$ cat config.mk
export PLATFORM = sky130hd
export DESIGN_NAME = csr_issue_queue_flat
export DESIGN_NICKNAME = d
export VERILOG_FILES = /design/src/rtl/csr_issue_queue_if.sv /design/src/rtl/csr_issue_queue.sv /design/src/flat_wrapper.sv
export SDC_FILE = /design/constraint.sdc
export NUM_CORES = 2
export LEC_CHECK = 0
export CORE_AREA = 2 2 757 759
export CTS_CLUSTER_DIAMETER = 80
export DETAILED_ROUTE_END_ITERATION = 8
export DIE_AREA = 0 0 759 761
export PLACE_DENSITY = 0.4
export SKIP_LAST_GASP = 1
export SYNTH_ARGS = -nofsm -noshare
export SYNTH_HDL_FRONTEND = slang
export SYNTH_SLANG_ARGS = --single-unit
$ cat constraint.sdc
create_clock -name clk -period 3.4 [get_ports clk]
set_input_delay 0.34 -clock clk [delete_from_list [all_inputs] [get_ports clk]]
set_output_delay 0.34 -clock clk [all_outputs]
set_load 0.005 [all_outputs]
$ cat src/rtl/csr_issue_queue_if.sv
// Dispatch-side bus of the CSR issue queue. The dispatch/bench side connects
// through the master modport; the queue itself connects through slave.
//
// Push handshake: dispatch raises i_drive_1 with i_instruction_113 stable;
// the queue raises o_free_1 when it can take it. A push happens on the clk
// edge where both are high. i_drive_1 may stay high across a cycle in which
// o_free_1 is low, and the instruction must then be held until it is taken.
interface csr_issue_queue_if #(
  parameter int DEPTH = 16,
  parameter int IW    = 113
);
  localparam int PW = $clog2(DEPTH) + 1;

  logic                  i_drive_1;
  logic                  o_free_1;
  logic [IW-1:0]         i_instruction_113;
  logic                  i_flush_1;
  logic [PW-1:0]         i_RdPtrGray_5;
  logic [PW-1:0]         o_WrPtrGray_5;
  logic [DEPTH*IW-1:0]   o_Entries_1808;
  logic                  o_full_1;
  logic [PW-1:0]         o_level_5;

  modport master (
    output i_drive_1, i_instruction_113, i_flush_1, i_RdPtrGray_5,
    input  o_free_1, o_WrPtrGray_5, o_Entries_1808, o_full_1, o_level_5
  );

  modport slave (
    input  i_drive_1, i_instruction_113, i_flush_1, i_RdPtrGray_5,
    output o_free_1, o_WrPtrGray_5, o_Entries_1808, o_full_1, o_level_5
  );
endinterface

$ cat src/rtl/csr_issue_queue.sv
// Write side of the CSR instruction queue. Stores dispatched instructions in
// a circular buffer, publishes a gray write pointer to the issue stage and
// derives full/level from the issue stage's synchronised gray read pointer.
// There is no FSM; the only state is the entry array, the pointers and the
// read-pointer synchroniser.
module csr_issue_queue #(
  parameter int DEPTH = 16,
  parameter int IW    = 113
) (
  input logic              clk,
  input logic              rstn,
  csr_issue_queue_if.slave bus
);
  localparam int AW = $clog2(DEPTH);
  localparam int PW = AW + 1;

  logic [IW-1:0] mem [DEPTH];
  logic [PW-1:0] wb;
  logic [PW-1:0] wg;
  logic [PW-1:0] s1;
  logic [PW-1:0] s2;
  logic [PW-1:0] rb;
  logic [PW-1:0] wb_inc;
  logic          full;
  logic          push;

  function automatic logic [PW-1:0] gray2bin(input logic [PW-1:0] g);
    logic [PW-1:0] b;
    b[PW-1] = g[PW-1];
    for (int i = PW - 2; i >= 0; i--) begin
      b[i] = b[i+1] ^ g[i];
    end
    return b;
  endfunction

  assign rb     = gray2bin(s2);
  // Full when the write pointer is exactly one lap ahead of the synchronised
  // read pointer: the top two gray bits differ, the rest match.
  assign full   = (wg == {~s2[PW-1:PW-2], s2[PW-3:0]});
  // A flush takes priority, so nothing is accepted in the flush cycle.
  assign push   = bus.i_drive_1 && !full && !bus.i_flush_1;
  assign wb_inc = wb + 1'b1;

  assign bus.o_full_1      = full;
  assign bus.o_free_1      = !full && !bus.i_flush_1;
  assign bus.o_level_5     = wb - rb;
  assign bus.o_WrPtrGray_5 = wg;

  // Two-flop synchroniser for the issue-stage gray read pointer.
  always_ff @(posedge clk or negedge rstn) begin
    if (!rstn) begin
      s1 <= '0;
      s2 <= '0;
    end else begin
      s1 <= bus.i_RdPtrGray_5;
      s2 <= s1;
    end
  end

  // Write pointer: flush snaps it onto the synchronised read pointer,
  // otherwise it advances by one per accepted push.
  always_ff @(posedge clk or negedge rstn) begin
    if (!rstn) begin
      wb <= '0;
      wg <= '0;
    end else if (bus.i_flush_1) begin
      wb <= rb;
      wg <= s2;
    end else if (push) begin
      wb <= wb_inc;
      wg <= wb_inc ^ (wb_inc >> 1);
    end
  end

  // Entry array: written at the same edge the pointer moves, never cleared
  // by a flush.
  always_ff @(posedge clk or negedge rstn) begin
    if (!rstn) begin
      for (int k = 0; k < DEPTH; k++) begin
        mem[k] <= '0;
      end
    end else if (push) begin
      mem[wb[AW-1:0]] <= bus.i_instruction_113;
    end
  end

  // Flat view of all slots, slot k on bits [IW*k +: IW].
  for (genvar k = 0; k < DEPTH; k++) begin : g_flat
    assign bus.o_Entries_1808[k*IW +: IW] = mem[k];
  end
endmodule

$ cat src/flat_wrapper.sv
// flat-port wrapper written by rule: the top's interface ports become plain ports
module csr_issue_queue_flat 
#(
  parameter int DEPTH = 16,
  parameter int IW    = 113
)
  (clk, rstn, bus_i_drive_1, bus_i_instruction_113, bus_i_flush_1, bus_i_RdPtrGray_5, bus_o_free_1, bus_o_WrPtrGray_5, bus_o_Entries_1808, bus_o_full_1, bus_o_level_5);
  csr_issue_queue_if #(.DEPTH(DEPTH), .IW(IW)) bus_i ();
  input logic clk;
  input logic rstn;
  input wire logic [$bits(bus_i.i_drive_1)-1:0] bus_i_drive_1;
  input wire logic [$bits(bus_i.i_instruction_113)-1:0] bus_i_instruction_113;
  input wire logic [$bits(bus_i.i_flush_1)-1:0] bus_i_flush_1;
  input wire logic [$bits(bus_i.i_RdPtrGray_5)-1:0] bus_i_RdPtrGray_5;
  output wire logic [$bits(bus_i.o_free_1)-1:0] bus_o_free_1;
  output wire logic [$bits(bus_i.o_WrPtrGray_5)-1:0] bus_o_WrPtrGray_5;
  output wire logic [$bits(bus_i.o_Entries_1808)-1:0] bus_o_Entries_1808;
  output wire logic [$bits(bus_i.o_full_1)-1:0] bus_o_full_1;
  output wire logic [$bits(bus_i.o_level_5)-1:0] bus_o_level_5;
  assign bus_i.i_drive_1 = bus_i_drive_1;
  assign bus_i.i_instruction_113 = bus_i_instruction_113;
  assign bus_i.i_flush_1 = bus_i_flush_1;
  assign bus_i.i_RdPtrGray_5 = bus_i_RdPtrGray_5;
  assign bus_o_free_1 = bus_i.o_free_1;
  assign bus_o_WrPtrGray_5 = bus_i.o_WrPtrGray_5;
  assign bus_o_Entries_1808 = bus_i.o_Entries_1808;
  assign bus_o_full_1 = bus_i.o_full_1;
  assign bus_o_level_5 = bus_i.o_level_5;
  csr_issue_queue #(.DEPTH(DEPTH), .IW(IW)) u_core (.clk(clk), .rstn(rstn), .bus(bus_i));
endmodule
==> flow_metrics.env <==
export IMPL_syn_inst=4055
export IMPL_final_cells=14000
export IMPL_layout_commonest_cell="clkdlybuf4s50_1"
export IMPL_final_cell_mix="clkdlybuf4s50_1, dfrtp_1, mux2_2"
export IMPL_skew_ps=78.6
export IMPL_syn_area_um2=69700
export IMPL_rsz0062_at_grt="true"
export IMPL_r2r_cells=8
export IMPL_via_per_inst=3.18
export IMPL_place_hpwl_um=252000
export IMPL_drc=0
export IMPL_htree_levels=4
export IMPL_cp_max_fo=2
export IMPL_area_delta_synth_final_pct=54.8
export IMPL_globalRouteMet2Util=0.195
export IMPL_arrival_ps=3530
export IMPL_grt_ovfl_total=0
export IMPL_setup_ws_ps=-469
export IMPL_synth_top_area_frac=0.656
export IMPL_max_freq_mhz=258
export IMPL_status="complete, but fails checks"
export IMPL_gp_congestion=0.764
export IMPL_die_area_um2=578000
export IMPL_fin_crit_sh=1.14
export IMPL_grt_pass1_wl_um=461000
export IMPL_busiest_layer="met2"
export IMPL_hold_depth=2
export IMPL_cts_tree="yes"
export IMPL_drive_above_1_share=0.395
export IMPL_slew_violations=0
export IMPL_dp_worst_setup_slack_ps=-59.1
export IMPL_die_w_um=759
export IMPL_clock_latency_ps=920
export IMPL_grt_max_degree=120
export IMPL_violations="setup timing"
export IMPL_clock_sinks=1827
export IMPL_leakagePower_uw=0.0462
export IMPL_cts_made_buffers=230
export IMPL_post_route_util=0.189
export IMPL_drv_cap=0
export IMPL_vdd_drop_max_v=0.000544
export IMPL_hold_path_class="primary input to flop"
export IMPL_relSlewSlack=0.126
export IMPL_wire_per_inst_um=24.8
export IMPL_cp_required_ps=3060
export IMPL_io_pins=1942
export IMPL_dp_cells=13500
export IMPL_cp_start_kind="flop"
export IMPL_r2r_slack_ps=260
export IMPL_clk_pin_slew_ps=60
export IMPL_postSynthAreaPerCell_um2=17.2
export IMPL_yosysTopAreaCell="dfrtp_1"
export IMPL_initial_utilization=0.122
export IMPL_port_buffers=1941
export IMPL_crit_end="bus_o_level_5[4]"
export IMPL_worst_slew_pin_slew_ps=1310
export IMPL_final_nets=6336
export IMPL_die_h_um=761
export IMPL_period_needed_ps=3870
export IMPL_use_met3=0.0409
export IMPL_yosys_cell_types_count=36
export IMPL_ys_seq_area_frac=0.656
export IMPL_setup_viol=4
export IMPL_ys_ff_latch=1827
export IMPL_critPathCaptureType="primary output"
export IMPL_rr_startpoint="u_core.bus.o_WrPtrGray_5[4]$_DFFE_PN0P_"
export IMPL_power_density_nw_per_um2=943
export IMPL_cts_buffer_depth=4
export IMPL_ant_nets=0
export IMPL_track_usage=0.116
export IMPL_grtUsageMet1=0.136
export IMPL_synth_fp_nets=4186
export IMPL_cts_root_buf="clkbuf_16"
export IMPL_hold_violations=0
export IMPL_synthTopCellsByArea="dfrtp_1, mux2_2, mux2_4"
export IMPL_crit_start="u_core.s2[4]$_DFF_PN0_"
export IMPL_holdWs_ps=112
export IMPL_first_pass_iters=5
export IMPL_vias=44400
export IMPL_rr_endpoint="u_core.bus.o_Entries_1808[1743]$_DFFE_PN0P_"
export IMPL_wl_um=346000
export IMPL_antenna_found_initial=60
export IMPL_rows=278
export IMPL_synth_warnings=0
export IMPL_grt_pass1_vias=48300
export IMPL_core_um2=570000
export IMPL_path_class="flop to primary output"
export IMPL_drt_initial_drc_count=1984
-- where the power goes --
group	switching, uW	internal, uW	total (uW)
logic	14500	25200	39700
clock network	10200	14400	24600
registers	5670	31700	37400
total	30400	71400	102000
-- logic make-up after synthesis --
kind of cell,synth area share
and+or+nand+nor,0.00494
DFF,0.656
muxes,0.308
adders and majority gates,0.00172
AOI/OAI and AO/OA,0.00135
xor gates and xnor gates,0.00271
buffers and inverters,0.0254
-- layout make-up --
class,count,area [um^2]
fill,61500,463000
sequential,1827,45700
timing repair buffer,2235,22600
multi-input combinational,1901,22300
tap,7560,9460
clock buffer,341,6730
clock inverter,71,875
antenna,34,85.1
inverter,10,37.5
-- sequential cells by signal, summed over array words and instances (netlist names) --
register / count
u_core.bus.o_Entries_1808: 1808
u_core.wb: 4
u_core.s2: 5
u_core.bus.o_WrPtrGray_5: 5
u_core.s1: 5
-- metal layers --
layer / vias to the layer above / routed length (um)
met3: 455 / 29100
met1: 23500 / 139000
met4: 10 / 12500
met2: 1884 / 166000
met5: - / 71
li1: 18600 / -
-- worst min-delay path by stage --
stage                               startpoint                                          end  slack, ps
floorplan                                 rstn     u_core.bus.o_Entries_1808[0]$_DFFE_PN0P_         40
global placement        u_core.s1[0]$_DFF_PN0_                       u_core.s2[0]$_DFF_PN0_        350
detailed placement      u_core.s1[4]$_DFF_PN0_                       u_core.s2[4]$_DFF_PN0_        340
CTS                 bus_i_instruction_113[102]  u_core.bus.o_Entries_1808[1119]$_DFFE_PN0P_        0.9
global route        bus_i_instruction_113[102]  u_core.bus.o_Entries_1808[1119]$_DFFE_PN0P_         40
finish              bus_i_instruction_113[102]  u_core.bus.o_Entries_1808[1119]$_DFFE_PN0P_        110
-- stage by stage --
stage	TNS (ps)	area (um^2)	total power (uW)
5_1_grt	-1770	108000	107000
3_3_place_gp	-576	100000	77500
3_5_place_dp	-1580	100000	77900
4_1_cts	-1820	108000	104000
2_1_floorplan	0	69700	48200
6_report	-983	108000	102000
-- synth_stat cells --
| cell type | instances |
|---|---|
| buf_2 | 126 |
| nand2b_1 | 2 |
| and3_1 | 2 |
| nand2_1 | 12 |
| mux2_2 | 1532 |
| nor4b_1 | 2 |
| dfrtp_1 | 1827 |
| buf_6 | 33 |
| a21boi_0 | 1 |
| nor2b_1 | 1 |
| xor2_1 | 9 |
| nand3b_1 | 1 |
| o21ai_0 | 2 |
| fa_1 | 1 |
| inv_1 | 9 |
| a32o_1 | 2 |
| clkinv_1 | 1 |
| clkbuf_1 | 121 |
| nand3_1 | 1 |
| mux2i_1 | 1 |
| or4_1 | 4 |
| and2_4 | 1 |
| nor3_1 | 4 |
| o311ai_0 | 1 |
| nor4_4 | 4 |
| xnor2_1 | 10 |
| buf_4 | 37 |
| and3_4 | 1 |
| xnor3_1 | 1 |
| nor4b_2 | 4 |
| a22oi_1 | 1 |
| a21oi_1 | 5 |
| nor2_1 | 6 |
| a21o_1 | 2 |
| ha_1 | 8 |
| mux2_4 | 280 |
-- worst max-delay path, cell delays in order (launching register included) --
cell and delay (ps):
dfrtp_1 380, xnor3_2 470, xor2_2 180, xnor2_2 190, ha_2 230, fa_2 240
inv_2 50, a21o_1 160, a21oi_2 170, xor2_2 280, buf_6 170, buf_6 90
-- what timing repair did --
| item | CTS | global route |
|---|---|---|
| setup buffers | 6 | 0 |
| pin swaps | 9 | 1 |
| endpoints found under the hold margin | 113 | 0 |
| endpoints found under the setup margin | 7 | 6 |
| hold buffers | 9 | 0 |
| gates resized for setup | 26 | 3 |
| gates cloned | 0 | 0 |
Power figures use the tool's default switching activity.
